$ cat config.mk
export PLATFORM = sky130hd
export DESIGN_NAME = sb_param_cfg
export DESIGN_NICKNAME = d
export VERILOG_FILES = /design/src/rtl/sb_param_cfg.sv
export SDC_FILE = /design/constraint.sdc
export NUM_CORES = 1
export LEC_CHECK = 0
export CAP_MARGIN = 0
export CELL_PAD_IN_SITES_DETAIL_PLACEMENT = 0
export CELL_PAD_IN_SITES_GLOBAL_PLACEMENT = 1
export CORE_MARGIN = 2
export CORE_UTILIZATION = 48
export CTS_BUF_LIST = sky130_fd_sc_hd__clkbuf_4 sky130_fd_sc_hd__clkbuf_8
export CTS_CLUSTER_SIZE = 40
export DETAILED_ROUTE_END_ITERATION = 12
export GPL_ROUTABILITY_DRIVEN = 0
export PLACE_DENSITY = 0.79
export SLEW_MARGIN = 25
export SYNTH_ARGS = -nofsm -noshare
export SYNTH_HDL_FRONTEND = slang
export SYNTH_SLANG_ARGS = --single-unit
$ cat constraint.sdc
create_clock -name prog_clk -period 2.44 [get_ports prog_clk]
set_input_delay 0.366 -clock prog_clk [delete_from_list [all_inputs] [get_ports prog_clk]]
set_output_delay 0.366 -clock prog_clk [all_outputs]
set_load 0.01 [all_outputs]
$ cat src/rtl/sb_param_cfg.sv
// Purpose: parametrised eFPGA switch block with a shadowed, count-validated config chain.
// Latency: chan_out is combinational (OUT_REG=0) or one prog_clk behind (OUT_REG=1); new selects take effect the cycle after commit.
// Backpressure: none; the chain shifts whenever ccff_en is high and a bad commit only raises the sticky cfg_err.
module sb_param_cfg #(
    parameter int CHAN_W         = 9,
    parameter int FANIN_PER_SIDE = 3,
    parameter int STRIDE         = 4,
    parameter int OUT_REG        = 0,
    localparam int NUM_IN        = 3 * FANIN_PER_SIDE + 1,
    localparam int SEL_BITS      = $clog2(NUM_IN),
    localparam int CFG_BITS      = 4 * CHAN_W * SEL_BITS,
    localparam int CNT_W         = $clog2(CFG_BITS + 1)
) (
    input  logic                prog_clk,
    input  logic                prog_reset,
    input  logic [4*CHAN_W-1:0] chan_in,
    input  logic [3:0]          grid_opin,
    output logic [4*CHAN_W-1:0] chan_out,
    input  logic                ccff_head,
    input  logic                ccff_en,
    input  logic                cfg_commit,
    output logic                ccff_tail,
    output logic                cfg_valid,
    output logic                cfg_err,
    output logic [CNT_W-1:0]    cfg_count
);

    localparam logic [CNT_W-1:0] CFG_BITS_C = CNT_W'(CFG_BITS);

    logic [CFG_BITS-1:0] shadow;
    logic [CFG_BITS-1:0] active;
    logic [SEL_BITS-1:0] sel [4*CHAN_W];
    logic [4*CHAN_W-1:0] route;
    logic                commit_ok;

    // A commit is only honoured on a quiet chain holding exactly a full frame.
    assign commit_ok = cfg_commit && !ccff_en && (cfg_count == CFG_BITS_C);
    assign ccff_tail = shadow[CFG_BITS-1];

    // Shadow chain, bit counter, active selects and status flags.
    always_ff @(posedge prog_clk) begin
        if (prog_reset) begin
            shadow    <= '0;
            active    <= '0;
            cfg_count <= '0;
            cfg_valid <= 1'b0;
            cfg_err   <= 1'b0;
        end else begin
            if (ccff_en) begin
                shadow <= {shadow[CFG_BITS-2:0], ccff_head};
                if (cfg_count != CFG_BITS_C) begin
                    cfg_count <= cfg_count + 1'b1;
                end
            end
            if (commit_ok) begin
                active    <= shadow;
                cfg_count <= '0;
                cfg_valid <= 1'b1;
            end else if (cfg_commit) begin
                cfg_err <= 1'b1;
            end
        end
    end

    // Slice the active frame into one select field per outgoing track.
    always_comb begin
        for (int i = 0; i < 4 * CHAN_W; i++) begin
            sel[i] = active[i*SEL_BITS +: SEL_BITS];
        end
    end

    // Per-track mux: grid pin, then FANIN_PER_SIDE strided tracks from each other side; unused codes give 0.
    always_comb begin
        route = '0;
        for (int s = 0; s < 4; s++) begin
            for (int t = 0; t < CHAN_W; t++) begin
                if (int'(sel[s*CHAN_W+t]) == 0) begin
                    route[s*CHAN_W+t] = grid_opin[s];
                end
                for (int j = 0; j < 3; j++) begin
                    for (int k = 0; k < FANIN_PER_SIDE; k++) begin
                        if (int'(sel[s*CHAN_W+t]) == 1 + j * FANIN_PER_SIDE + k) begin
                            route[s*CHAN_W+t] =
                                chan_in[((s + 1 + j) % 4) * CHAN_W + ((t + k * STRIDE) % CHAN_W)];
                        end
                    end
                end
            end
        end
        if (!cfg_valid) begin
            route = '0;
        end
    end

    if (OUT_REG != 0) begin : g_out_reg
        // Register the routed value every cycle for a fixed one-cycle output latency.
        always_ff @(posedge prog_clk) begin
            if (prog_reset) begin
                chan_out <= '0;
            end else begin
                chan_out <= route;
            end
        end
    end else begin : g_out_comb
        assign chan_out = route;
    end

endmodule

# [Yosys cells after proc, flatten, opt, wreduce, memory -nomap -nowiden]
# Cells that the tools add are included.
[totals] regBits=298 in_bits=45 out_inout_bits=47 word_cells=736
[op_classes] addsub=1 eq_ne=326 mux=361 bitwise=1 reduce_logical=42
[ops] op="$eq 4x4->1 const B" count=216
[ops] op="$mux 1" count=360
[ops] op="$eq 4x3->1 const B" count=72
[ops] op="$eq 4x2->1 const B" count=36
[ops] op="$logic_not 4->1" count=36
[ops] op="$mux 36" count=1
[ops] op="$add 8x1->8 const B" count=1
[ops] op="$eq 8x8->1 const B" count=1
[ops] op="$ne 8x8->1 const B" count=1
[ops] op="$reduce_and 2->1" count=2
[ops] op="$logic_and 1x1->1" count=2
[ops] op="$reduce_or 2->1" count=1
[ops] op="$logic_not 1->1" count=1
[ops] op="$not 1->1" count=1

# [Logic depth before layout (Yosys ltp)]
[depth] word_depth=12 depth_mapped=8 mapped_depth_nobuf=5

# [Least setup slack after synthesis]
# Ideal clock, no wire load.
[synth_path] kind="register -> output" from="reg cfg_valid" to="out chan_out[0]" arrival_ps=1503 required_time_ps=2074 setup_slack_ps=571 path_stages_with_launch=4 n_path_buf=1 cell_sequence="dfxtp_1 clkinv_1 clkbuf_1 o41ai_1"
[synth_via] elab_chain_len=1
[synth_rtl] item="start, declared" line_no="23" source="output logic cfg_valid,"
[synth_rtl] item="start signal, assigned" line_no="46" source="cfg_valid <= 1'b0;"
[synth_rtl] item="start signal, assigned" line_no="58" source="cfg_valid <= 1'b1;"
[synth_rtl] item="$mux 36" line_no="90" source="if (!cfg_valid) begin"
[synth_rtl] item="end, declared" line_no="18" source="output logic [4*CHAN_W-1:0] chan_out,"
# Every way passes these cells.

# [Final worst setup path]
[layout_path] from="in chan_in[30]" to="out chan_out[26]"
[layout_via] elab_chain_len=9
[layout_rtl] item="start, declared" line_no="16" source="input logic [4*CHAN_W-1:0] chan_in,"
[layout_rtl] item="$mux 1 (8 in series)" line_no="82" source="if (int'(sel[s*CHAN_W+t]) == 1 + j * FANIN_PER_SIDE + k) begin"
[layout_rtl] item="$mux 36" line_no="90"
# Every way passes these cells.

==> flow_metrics.py <==
metrics = {
    "worst_setup_path": {
        "path_max_fanout": 6,
        "reg2reg_slack_ps": 190,
        "reg2reg_depth": 7,
        "timing.rr.start": "cfg_count[0]$_SDFFE_PP0P_",
        "crit_required_ps": 2070,
        "cp-startpoint": "chan_in[30]",
        "worstPathArrival_ps": 2050,
        "setup.worst_path.end": "chan_out[26]",
        "r2r_end": "active[126]$_SDFFE_PP0P_",
        "crit_path_end_kind": "output port",
        "path_class": "input pin to output port",
        "start_kind": "input pin",
    },
    "outcome": {
        "outcome": "complete, no violations",
    },
    "route": {
        "postRouteAntennaNets": 0,
        "post_drt_wl_per_cell_um": 19.1,
        "drt_first_pass_iters": 5,
        "remaining_drc_errors": 0,
        "num_vias": 11900,
        "wirelength_mm": 40.6,
        "via_per_inst": 5.60,
        "drt_iter0_drc": 748,
    },
    "timing": {
        "post-route-worst-setup-slack_ps": 24.9,
        "max_freq_mhz": 414,
        "setup_viol": 0,
        "period_share": 0.990,
        "worst_pin_slew_ps": 849,
        "fin_crit_ps": 2420,
        "slew_headroom": 0.434,
        "finalClockSkew_ps": 37.6,
        "hold_violations": 0,
        "rsz0062_at_grt": "yes",
        "maxSlewViolCount": 0,
    },
    "power": {
        "p_leak_nw": 6.68,
        "power_density_mw_per_mm2": 583,
        "p_seq_frac": 0.457,
        "ir_worst_vdd_v": 0.000391,
        "power_mw": 10.7,
        "power_switching_mw": 2.52,
        "p_comb_frac": 0.076,
        "p_sw_frac": 0.237,
        "power_frac_clock": 0.467,
        "p_int_mw": 8.13,
    },
    "synthesis": {
        "syn_area_per_cell_um2": 9.62,
        "synth.distinct_cells": 38,
        "synth_cells": 1527,
        "synthesis.nets": 1574,
        "yosys_warnings": 0,
        "yosysSeqAreaShare": 0.406,
        "synth.cell_area_mm2": 0.0147,
        "ys_ff_latch": 298,
    },
    "floorplanning": {
        "die_w_um": 179,
        "die_area_mm2": 0.0320,
        "fp.coreArea_mm2": 0.0303,
        "rows": 64,
        "start_util": 0.484,
        "die_h_um": 179,
        "ioPinCount": 92,
    },
    "layout": {
        "drive_above_1_share": 0.230,
        "final_cells": 2124,
        "layout_common_cells": "348 x mux2i_1, 306 x nand2_1, 250 x dfxtp_1",
        "final_util": 0.602,
        "diodes": 0,
        "syn_to_final_growth_pct": 24.4,
        "nNetsFinal": 1733,
        "final_common_cell": "mux2i_1",
    },
    "clocking": {
        "insertion_delay_ps": 570,
        "h-tree-depth": 2,
        "clock-sinks": 298,
        "cts_inserted_buffers": 52,
        "cts_tree": "yes",
        "cts.reportedPaths.clkPinSlew_ps": 60,
        "cts_buffer_depth": 3,
        "cts-root-buf": "clkbuf_8",
    },
    "run": {
        "cap_viol_max_count": 0,
    },
    "global_route": {
        "grt_pass1_wl_mm": 63.7,
        "grt_remaining_overflow": 0,
        "antenna_found_initial": 1,
        "grt_use_total": 0.254,
        "grt_pass1_vias": 11600,
        "grt_max_degree": 152,
    },
    "hold_path": {
        "hold_class": "input pin to flip-flop",
    },
    "placement": {
        "port_buffers": 91,
        "post-dp-hpwl_mm": 26.4,
        "placed_cells": 2019,
        "dp_slack_ps": -444,
    },
}
[cell families after synthesis]
kind of cell               Yosys count  synth area share
DFF                                298             0.406
buffers and inverters              112            0.0392
xor gates and xnor gates             2           0.00119
adders and majority gates            2           0.00170
and+or+nand+nor                    587             0.166
muxes                              442             0.343
AOI/OAI and AO/OA                   84            0.0422
[routing by layer]
layer  part of all wire  GRT usage
met4              0.029     0.0847
met3              0.070     0.0422
met5            0.00017          0
met1               0.44      0.339
met2               0.46      0.419
[what timing repair did]
item	4_1_cts	5_1_grt
hold buffers	0	0
hold endpoints to repair	0	0
setup buffers	8	0
pin swaps	4	4
resized for setup	147	54
endpoints found under the setup margin	36	29
gates cloned	1	0
[Yosys cell counts]
master,number,area [µm²]
nor4b_1,1,8.76
ha_1,2,25.0
nand4_1,19,119
o41ai_1,18,158
nor2_1,182,683
o22ai_1,31,194
a211oi_1,5,37.5
mux2i_1,351,3510
nand2b_1,34,213
buf_8,10,150
a22o_1,13,114
buf_1,2,7.51
buf_2,16,80.1
a311oi_1,2,17.5
o311ai_0,1,8.76
a32oi_1,3,26.3
o21a_1,1,7.51
nand2_1,306,1150
nor2b_1,16,100
and3_1,1,6.26
a21oi_1,4,20.0
nor4_2,1,12.5
o21ai_0,3,15.0
buf_4,6,45.0
nand3_1,19,95.1
o31ai_1,3,22.5
mux4_2,45,1010
dfxtp_1,298,5970
mux2_2,46,518
nand4bb_2,1,16.3
or3_1,3,18.8
nor3_1,2,10.0
inv_1,8,30.0
clkinv_1,1,3.75
nor3b_1,1,7.51
and2_1,1,6.26
xor2_1,2,17.5
clkbuf_1,69,259
[sequential cells by signal, indices dropped and copies added (netlist names)]
| name | cells |
|---|---|
| active | 144 |
| cfg_count | 8 |
| cfg_err | 1 |
| shadow | 144 |
| cfg_valid | 1 |
[worst max-delay path, cell delays in order]
cell and delay [ps]:
clkdlybuf4s50_1 450, buf_4 180, buf_4 170, mux2_2 150, o22ai_1 60, o41ai_1 340
dlygate4sd2_1 310
[stage by stage]
stage               hold slack (ps)  TNS, ps  cell area (µm²)
finish                          310        0            18300
global route                    323    -43.2            18300
CTS                             292     -219            18200
detailed placement              447   -11230            16700
global placement                444   -11150            16700
floorplan                       443        0            14700
[power by group through the flow]
stage               registers [mW]  logic, mW  clock network [mW]
global route                  4.86      0.846                5.31
detailed placement            4.99      0.778                   0
global placement              4.99      0.773                   0
floorplan                     4.99      0.349                   0
finish                        4.86      0.810                4.98
CTS                           4.88      0.795                5.10
[cell type report]
class                      instances  area, µm²
timing repair buffer             208       2130
fill                            2682      12100
inverter                           9       42.5
multi-input combinational       1117       8380
tap                              396        495
clock inverter                    10       81.3
clock buffer                      86       1080
sequential                       298       6060
[worst min path at each step]
stage	slack [ps]	endpoint	depth (start not counted)	from
after floorplan	440	active[111]$_SDFFE_PP0P_	2	active[111]$_SDFFE_PP0P_
final	310	active[40]$_SDFFE_PP0P_	4	prog_reset
after detailed placement	450	cfg_err$_SDFFE_PP0P_	2	cfg_err$_SDFFE_PP0P_
after global routing	320	active[40]$_SDFFE_PP0P_	4	prog_reset
after global placement	440	cfg_err$_SDFFE_PP0P_	2	cfg_err$_SDFFE_PP0P_
after CTS	290	cfg_count[7]$_SDFFE_PP0P_	4	ccff_en
No activity file was read; power rests on OpenSTA's default activity.
